--- src/rtl/pipe_result_fifo_if.sv ---
// pipe_result_fifo_if: pipeline-side push and consumer-side valid/ready bundle for pipe_result_fifo.
// The overflow signal exists only when RESULT_FIFO_OVF_EN is defined.
interface pipe_result_fifo_if #(
   parameter int WIDTH = 4,
   parameter int DEPTH = 4
);
   logic                       in_valid;
   logic [WIDTH-1:0]           in_data;
   logic                       in_ready;
   logic                       out_valid;
   logic [WIDTH-1:0]           out_data;
   logic                       out_ready;
   logic [$clog2(DEPTH):0]     count;
`ifdef RESULT_FIFO_OVF_EN
   logic                       overflow;
   modport master (output in_valid, in_data, out_ready,
                   input  in_ready, out_valid, out_data, count, overflow);
   modport slave  (input  in_valid, in_data, out_ready,
                   output in_ready, out_valid, out_data, count, overflow);
`else
   modport master (output in_valid, in_data, out_ready,
                   input  in_ready, out_valid, out_data, count);
   modport slave  (input  in_valid, in_data, out_ready,
                   output in_ready, out_valid, out_data, count);
`endif
endinterface

--- src/rtl/pipe_result_fifo.sv ---
// pipe_result_fifo: register FIFO buffering a non-stallable result stream for a valid/ready consumer.
// Define RESULT_FIFO_OVF_EN to add the sticky overflow (drop) flag.
module pipe_result_fifo #(
   parameter int WIDTH = 4,
   parameter int DEPTH = 4
) (
   input logic              clk,
   input logic              n_rst,
   pipe_result_fifo_if.slave bus
);
   localparam int AW = $clog2(DEPTH);
   localparam int CW = AW + 1;

   logic [WIDTH-1:0] r_mem [DEPTH];
   logic [AW-1:0]    r_wr_ptr;
   logic [AW-1:0]    r_rd_ptr;
   logic [CW-1:0]    r_count;
   logic [CW-1:0]    w_count_nxt;
   logic             w_full;
   logic             w_out_valid;
   logic             w_pop;
   logic             w_push;

   assign w_full      = (r_count == CW'(DEPTH));
   assign w_out_valid = (r_count != '0);
   assign w_pop       = w_out_valid && bus.out_ready;
   // A full FIFO still accepts a word when the head leaves on the same edge.
   assign w_push      = bus.in_valid && (!w_full || w_pop);

   assign bus.in_ready  = !w_full || bus.out_ready;
   assign bus.out_valid = w_out_valid;
   assign bus.out_data  = r_mem[r_rd_ptr];
   assign bus.count     = r_count;

   always_comb begin
      w_count_nxt = r_count;
      if (w_push && !w_pop)
         w_count_nxt = r_count + CW'(1);
      else if (w_pop && !w_push)
         w_count_nxt = r_count - CW'(1);
   end

   always_ff @(posedge clk or negedge n_rst) begin
      if (!n_rst) begin
         r_wr_ptr <= '0;
         r_rd_ptr <= '0;
         r_count  <= '0;
      end else begin
         if (w_push)
            r_wr_ptr <= r_wr_ptr + AW'(1);
         if (w_pop)
            r_rd_ptr <= r_rd_ptr + AW'(1);
         r_count <= w_count_nxt;
      end
   end

   // Storage is deliberately not reset; the pointers alone define contents.
   always_ff @(posedge clk) begin
      if (w_push)
         r_mem[r_wr_ptr] <= bus.in_data;
   end

`ifdef RESULT_FIFO_OVF_EN
   logic r_overflow;

   always_ff @(posedge clk or negedge n_rst) begin
      if (!n_rst)
         r_overflow <= 1'b0;
      else if (bus.in_valid && w_full && !w_pop)
         r_overflow <= 1'b1;
   end

   assign bus.overflow = r_overflow;
`endif

   a_count_range: assert property (@(posedge clk) disable iff (!n_rst) r_count <= CW'(DEPTH));
   a_ptr_gap: assert property (@(posedge clk) disable iff (!n_rst)
      (r_count == CW'(DEPTH)) || (r_count[AW-1:0] == AW'(r_wr_ptr - r_rd_ptr)));
endmodule
--- src/flat_wrapper.sv ---
// flat-port wrapper written by rule: the top's interface ports become plain ports
module pipe_result_fifo_flat 
#(
   parameter int WIDTH = 4,
   parameter int DEPTH = 4
)
  (clk, n_rst, bus_in_valid, bus_in_data, bus_out_ready, bus_in_ready, bus_out_valid, bus_out_data, bus_count);
  pipe_result_fifo_if #(.WIDTH(WIDTH), .DEPTH(DEPTH)) bus_i ();
  input logic clk;
  input logic n_rst;
  input wire logic [$bits(bus_i.in_valid)-1:0] bus_in_valid;
  input wire logic [$bits(bus_i.in_data)-1:0] bus_in_data;
  input wire logic [$bits(bus_i.out_ready)-1:0] bus_out_ready;
  output wire logic [$bits(bus_i.in_ready)-1:0] bus_in_ready;
  output wire logic [$bits(bus_i.out_valid)-1:0] bus_out_valid;
  output wire logic [$bits(bus_i.out_data)-1:0] bus_out_data;
  output wire logic [$bits(bus_i.count)-1:0] bus_count;
  assign bus_i.in_valid = bus_in_valid;
  assign bus_i.in_data = bus_in_data;
  assign bus_i.out_ready = bus_out_ready;
  assign bus_in_ready = bus_i.in_ready;
  assign bus_out_valid = bus_i.out_valid;
  assign bus_out_data = bus_i.out_data;
  assign bus_count = bus_i.count;
  pipe_result_fifo #(.WIDTH(WIDTH), .DEPTH(DEPTH)) u_core (.clk(clk), .n_rst(n_rst), .bus(bus_i));
endmodule
--- config.mk ---
export PLATFORM = sky130hd
export DESIGN_NAME = pipe_result_fifo_flat
export DESIGN_NICKNAME = d
export VERILOG_FILES = /design/src/rtl/pipe_result_fifo_if.sv /design/src/rtl/pipe_result_fifo.sv /design/src/flat_wrapper.sv
export SDC_FILE = /design/constraint.sdc
export NUM_CORES = 1
export LEC_CHECK = 0
export ABC_AREA = 1
export BUFFER_PORTS_ARGS = -buffer_cell sky130_fd_sc_hd__clkbuf_2
export CAP_MARGIN = 20
export CORE_MARGIN = 2
export CORE_UTILIZATION = 55
export DETAILED_ROUTE_END_ITERATION = 16
export GPL_TIMING_DRIVEN = 0
export PLACE_DENSITY = 0.78
export SYNTH_ARGS = -nofsm -noshare
export SYNTH_HDL_FRONTEND = slang
export SYNTH_SLANG_ARGS = --single-unit
--- constraint.sdc ---
create_clock -name clk -period 2.92 [get_ports clk]
set_clock_uncertainty 0.15 [all_clocks]
set_input_delay 0.292 -clock clk [delete_from_list [all_inputs] [get_ports clk]]
set_output_delay 0.292 -clock clk [all_outputs]
set_load 0.01 [all_outputs]
After elaboration in Yosys (flattened, before gate mapping):

Memory sizes are Yosys's and may differ from the RTL's.
Index checks and enable logic that the tools add are counted.

* RAM bits: 16
* register bits after elaboration: 7
* output and inout port bits: 9
* memories: 1

* $add $sub $neg: 4
* multiplexer cells: 4
* equality and inequality tests: 1
* reductions and logical operators: 11

Memories
* u_core.r_mem: words 4, bits a word 4, rd ports 1, clocked after memory_dff 0, wr ports 1, line pipe_result_fifo.sv:14 `logic [WIDTH-1:0] r_mem [DEPTH];`

Operators with widths (number)
* 3-bit 2-to-1 mux: 2
* 2-bit by 1-bit adder with 2-bit output (second input constant): 2
* 1-bit logical AND: 4
* 3-bit by 1-bit adder with 3-bit output (second input constant): 1
* 3-bit == test (second input constant): 1
* 1-bit zero test: 3
* 3-bit nonzero test: 1
* 3-bit by 1-bit subtractor with 3-bit output (second input constant): 1
* 1-bit logical OR: 2
* 1-bit 2-to-1 mux: 2
* 2-bit nonzero test: 1

Depth between registers and ports, before layout:

* word-level depth: 8
* mapped depth: 13
* mapped depth without buffers: 13

Least setup slack after synthesis:

No wires, ideal clock.

* path kind: reg2reg
* from: reg u_core.r_count[0] (netlist: u_core.bus.count[0])
* to: reg u_core.r_count[1] (netlist: u_core.bus.count[1])
* setup time: 0.117 ns
* period minus slack after synthesis: 2.009 ns
* buffers on the path: 0
* data arrival time: 1.743 ns
* setup slack: 0.911 ns
* cell stages (with the launch flop): 10
* cell sequence: dfrtp_1 -> nor2_1 -> nand2_1 -> nand2_1 -> inv_1 -> ha_1 -> inv_1 -> fa_1 -> nand2_1 -> nand2_1

* elaborated cells between the ends (all ways): 15
* those cells by class: add/sub: 2; eq/ne: 1; mux: 2; reduce/logical: 10

RTL lines
* from (decl): line pipe_result_fifo.sv:17 `logic [CW-1:0] r_count;`
* from (signal assigned): line pipe_result_fifo.sv:53 `r_count <= w_count_nxt;`
* 3-bit == test or 3-bit nonzero test (tied branches): line pipe_result_fifo.sv:24, pipe_result_fifo.sv:25
* 1-bit zero test or 1-bit logical AND (tied branches): line pipe_result_fifo.sv:28, pipe_result_fifo.sv:26
* 1-bit logical OR *: line pipe_result_fifo.sv:28 `assign w_push = bus.in_valid && (!w_full || w_pop);`
* 1-bit logical AND *: line pipe_result_fifo.sv:28
* named net u_core.w_push: line pipe_result_fifo.sv:22 `logic w_push;`
* 1-bit logical AND *: line pipe_result_fifo.sv:37 `if (w_push && !w_pop)`
* 3-bit 2-to-1 mux *: line pipe_result_fifo.sv:37
* named net u_core.w_count_nxt[1]: line pipe_result_fifo.sv:18 `logic [CW-1:0] w_count_nxt;`

Mark *: on every way through the listed nets, which the timed path passes. The rest lies on a longest branch. The select of a mux whose other input is x is not followed.
A chain may end at the register's enable or synchronous reset.

Worst setup path after layout:

Same ends and word-level chain as after synthesis.

==> flow_metrics.env <==
export IMPL_outcome="finished, final reports clean"
export IMPL_nFillCells=159
export IMPL_cts_tree="yes"
export IMPL_worst_path_max_fanout=7
export IMPL_vias_per_cell=4.83
export IMPL_avgSynthCellArea_um2=10.2
export IMPL_drt_initial_drc_count=16
export IMPL_dr_pass1_iters=4
export IMPL_path_class="reg2reg"
export IMPL_synth_cells=106
export IMPL_grt_max_degree=13
export IMPL_cts_htree_levels=1
export IMPL_r2r_start="u_core.bus.count[0]$_DFFE_PN0P_"
export IMPL_crit_top_cell="nand2_1"
export IMPL_cpPeakStageDelay_ns=0.45
export IMPL_ys_top_cells_by_area="edfxtp_1, dfrtp_1, nand2_1, ha_1, inv_1"
export IMPL_clock_sinks=23
export IMPL_drv_cap=0
export IMPL_design_die_area_mm2=0.00234
export IMPL_slew_viol_final=0
export IMPL_final_util_pct=64.9
export IMPL_grtUsageTotal_pct=16.8
export IMPL_cts_root_buf="clkbuf_4"
export IMPL_clockBufferDepth=2
export IMPL_cts_clk_slew_worst_paths_ns=0.12
export IMPL_synth_seq_cells=23
export IMPL_setup_ws_ns=0.794
export IMPL_wl_per_cell_um=11.0
export IMPL_worstMarginPinSlew_ns=0.402
export IMPL_relSlewSlack_pct=73.1
export IMPL_crit_buf_inv=2
export IMPL_crit_family="simple AND/OR/NAND/NOR gates"
export IMPL_dieWidth_um=48.4
export IMPL_synth_top_area_share_pct=44.3
export IMPL_drive_gt1_share_pct=18.1
export IMPL_cp_end_kind="flip-flop"
export IMPL_grt_pass1_wl_um=3050
export IMPL_diodes=0
export IMPL_ys_seq_area_share_pct=60.5
export IMPL_drcViolationCount=0
export IMPL_place_ws_ns=0.807
export IMPL_netlist_area_mm2=0.00108
export IMPL_powerDensity_mw_per_mm2=929
export IMPL_arrival_ns=2.18
export IMPL_fin_nets=142
export IMPL_dp_cells=149
export IMPL_initial_core_util_pct=57.0
export IMPL_clkLatencyLatePin_ns=0.30
export IMPL_synth_net_count=120
export IMPL_rsz0062_at_grt="no"
export IMPL_fin_crit_ns=2.13
export IMPL_min_from="bus_in_data[0]"
export IMPL_antenna_found_initial=0
export IMPL_ir_drop_mv=0.487
export IMPL_gr_total_overflow=0
export IMPL_numCtsBuffers=3
export IMPL_yosysWarningCount=0
export IMPL_io_buffers=16
export IMPL_row_count=16
export IMPL_hpwlAfterDp_um=1280
export IMPL_hold_path_class="in2reg"
export IMPL_gp_congestion=0.777
export IMPL_path_cells="nor2_1 -> nand2_1 -> nand2_1 -> inv_1 -> ha_1 -> inv_1 -> fa_1 -> nand2_1 -> nand2_1"
export IMPL_final_cell_count_no_fill=154
export IMPL_area_delta_synth_final_pct=13.9
export IMPL_yosysUniqueCellTypes=17
export IMPL_ant_nets=0
export IMPL_finalSetupViolations=0
export IMPL_power_leakage_uw=0.000585
export IMPL_num_vias=744
export IMPL_postCtsSetupBuffers=0
export IMPL_grt_pass1_vias=728
export IMPL_final_common_cell="nand2_1"
export IMPL_finalHoldViolations=0
export IMPL_fin_crit_sh_pct=72.8
export IMPL_critPathLaunchType="flip-flop"
export IMPL_die_h_um=48.4
export IMPL_yosysTopAreaCell="edfxtp_1"
export IMPL_coreArea_mm2=0.00190
export IMPL_max_freq_mhz=470
export IMPL_dpl_instance_area_mm2=0.00120
export IMPL_cpMaxStageDelayCell="dfrtp_1"
export IMPL_worst_ep_required_time_ns=2.97
export IMPL_final_cell_mix="nand2_1, inv_1, clkbuf_2, edfxtp_1, nor2_1"
export IMPL_wirelength_um=1700
export IMPL_worstSetupStartpoint="u_core.bus.count[0]$_DFFE_PN0P_"
export IMPL_setup_tns_ns=0
export IMPL_final_area_mm2=0.00123
export IMPL_ios=17
-- through the flow --
step           power, µW  hold slack (ns)
6_report            1150           0.0580
4_1_cts             1160           0.0492
3_5_place_dp        1020         -0.00560
5_1_grt             1260           0.0454
2_1_floorplan        860           -0.154
3_3_place_gp         994         -0.00972
-- flip-flops by register name, indices dropped and copies added, names as in the netlist --
name              count
u_core.r_rd_ptr       2
u_core.r_mem         16
u_core.r_wr_ptr       2
u_core.bus.count      3
-- cells in the mapped netlist --
cell type	count
ha_1	5
o211ai_1	4
nor2_2	1
inv_1	16
nand4_1	1
nor2_1	13
buf_6	1
o21ai_0	4
nand2_1	29
fa_1	1
xnor2_1	1
dfrtp_1	7
nand3_1	4
inv_2	1
nand3b_1	1
edfxtp_1	16
clkbuf_8	1
-- layout make-up --
class	count	area (µm²)	area share (%)
Buffer	2	25.0	2.03
Clock buffer	4	26.3	2.13
Inverter	17	63.8	5.17
Multi-Input combinational cell	64	339	27.5
Sequential cell	23	656	53.1
Tap cell	27	33.8	2.74
Timing Repair Buffer	17	90.1	7.30
-- final timing paths --
check / end / cells past startpoint / slack [ns]
hold reg to reg: u_core.bus.count[2]$_DFFE_PN0P_ / 2 / 0.38
hold / removal: u_core.r_mem[3][0]$_DFFE_PP_ / 1 / 0.06
setup / recovery: u_core.bus.count[1]$_DFFE_PN0P_ / 9 / 0.79
min in group asynchronous: u_core.bus.count[1]$_DFFE_PN0P_ / 2 / 0.20
setup reg to reg: u_core.bus.count[1]$_DFFE_PN0P_ / 9 / 0.79
max in group asynchronous: u_core.r_wr_ptr[1]$_DFFE_PN0P_ / 2 / 2.25
-- repair_timing --
action	4_1_cts	5_1_grt
gates resized for setup	0	0
hold buffers	1	0
hold endpoints to repair	7	0
-- cells by family after synthesis --
family                   share of synthesized area [%]
AO/OA/AOI/OAI                                     4.62
buffers and inverters                             8.20
flip-flops                                        60.5
adder cells (fa/ha/maj)                           7.62
AND/OR/NAND/NOR                                   18.2
XOR/XNOR                                         0.808
-- worst reg2reg max path: stages (launching register included) --
cell and delay [ns]:
dfrtp_1 0.45, nor2_1 0.18, nand2_1 0.14, nand2_1 0.22, inv_1 0.08, ha_1 0.21
inv_1 0.08, fa_1 0.40, nand2_1 0.07, nand2_1 0.05
-- per-layer routing --
metal / track usage, % / share of wire (%) / vias up
li1: - / - / 383
met1: 21.3 / 44 / 350
met2: 29.6 / 54 / 9
met3: 2.78 / 2.1 / 2
met4: 5.71 / 0.53 / 0
met5: 0 / 0 / -
-- power by group --
part | leakage [µW] | switching (µW) | internal, µW
sequential | 0.000231 | 63.8 | 441
clock | 0.0000150 | 85.8 | 53.1
combinational | 0.000338 | 298 | 205
No activity file was read; power rests on OpenSTA's default activity.
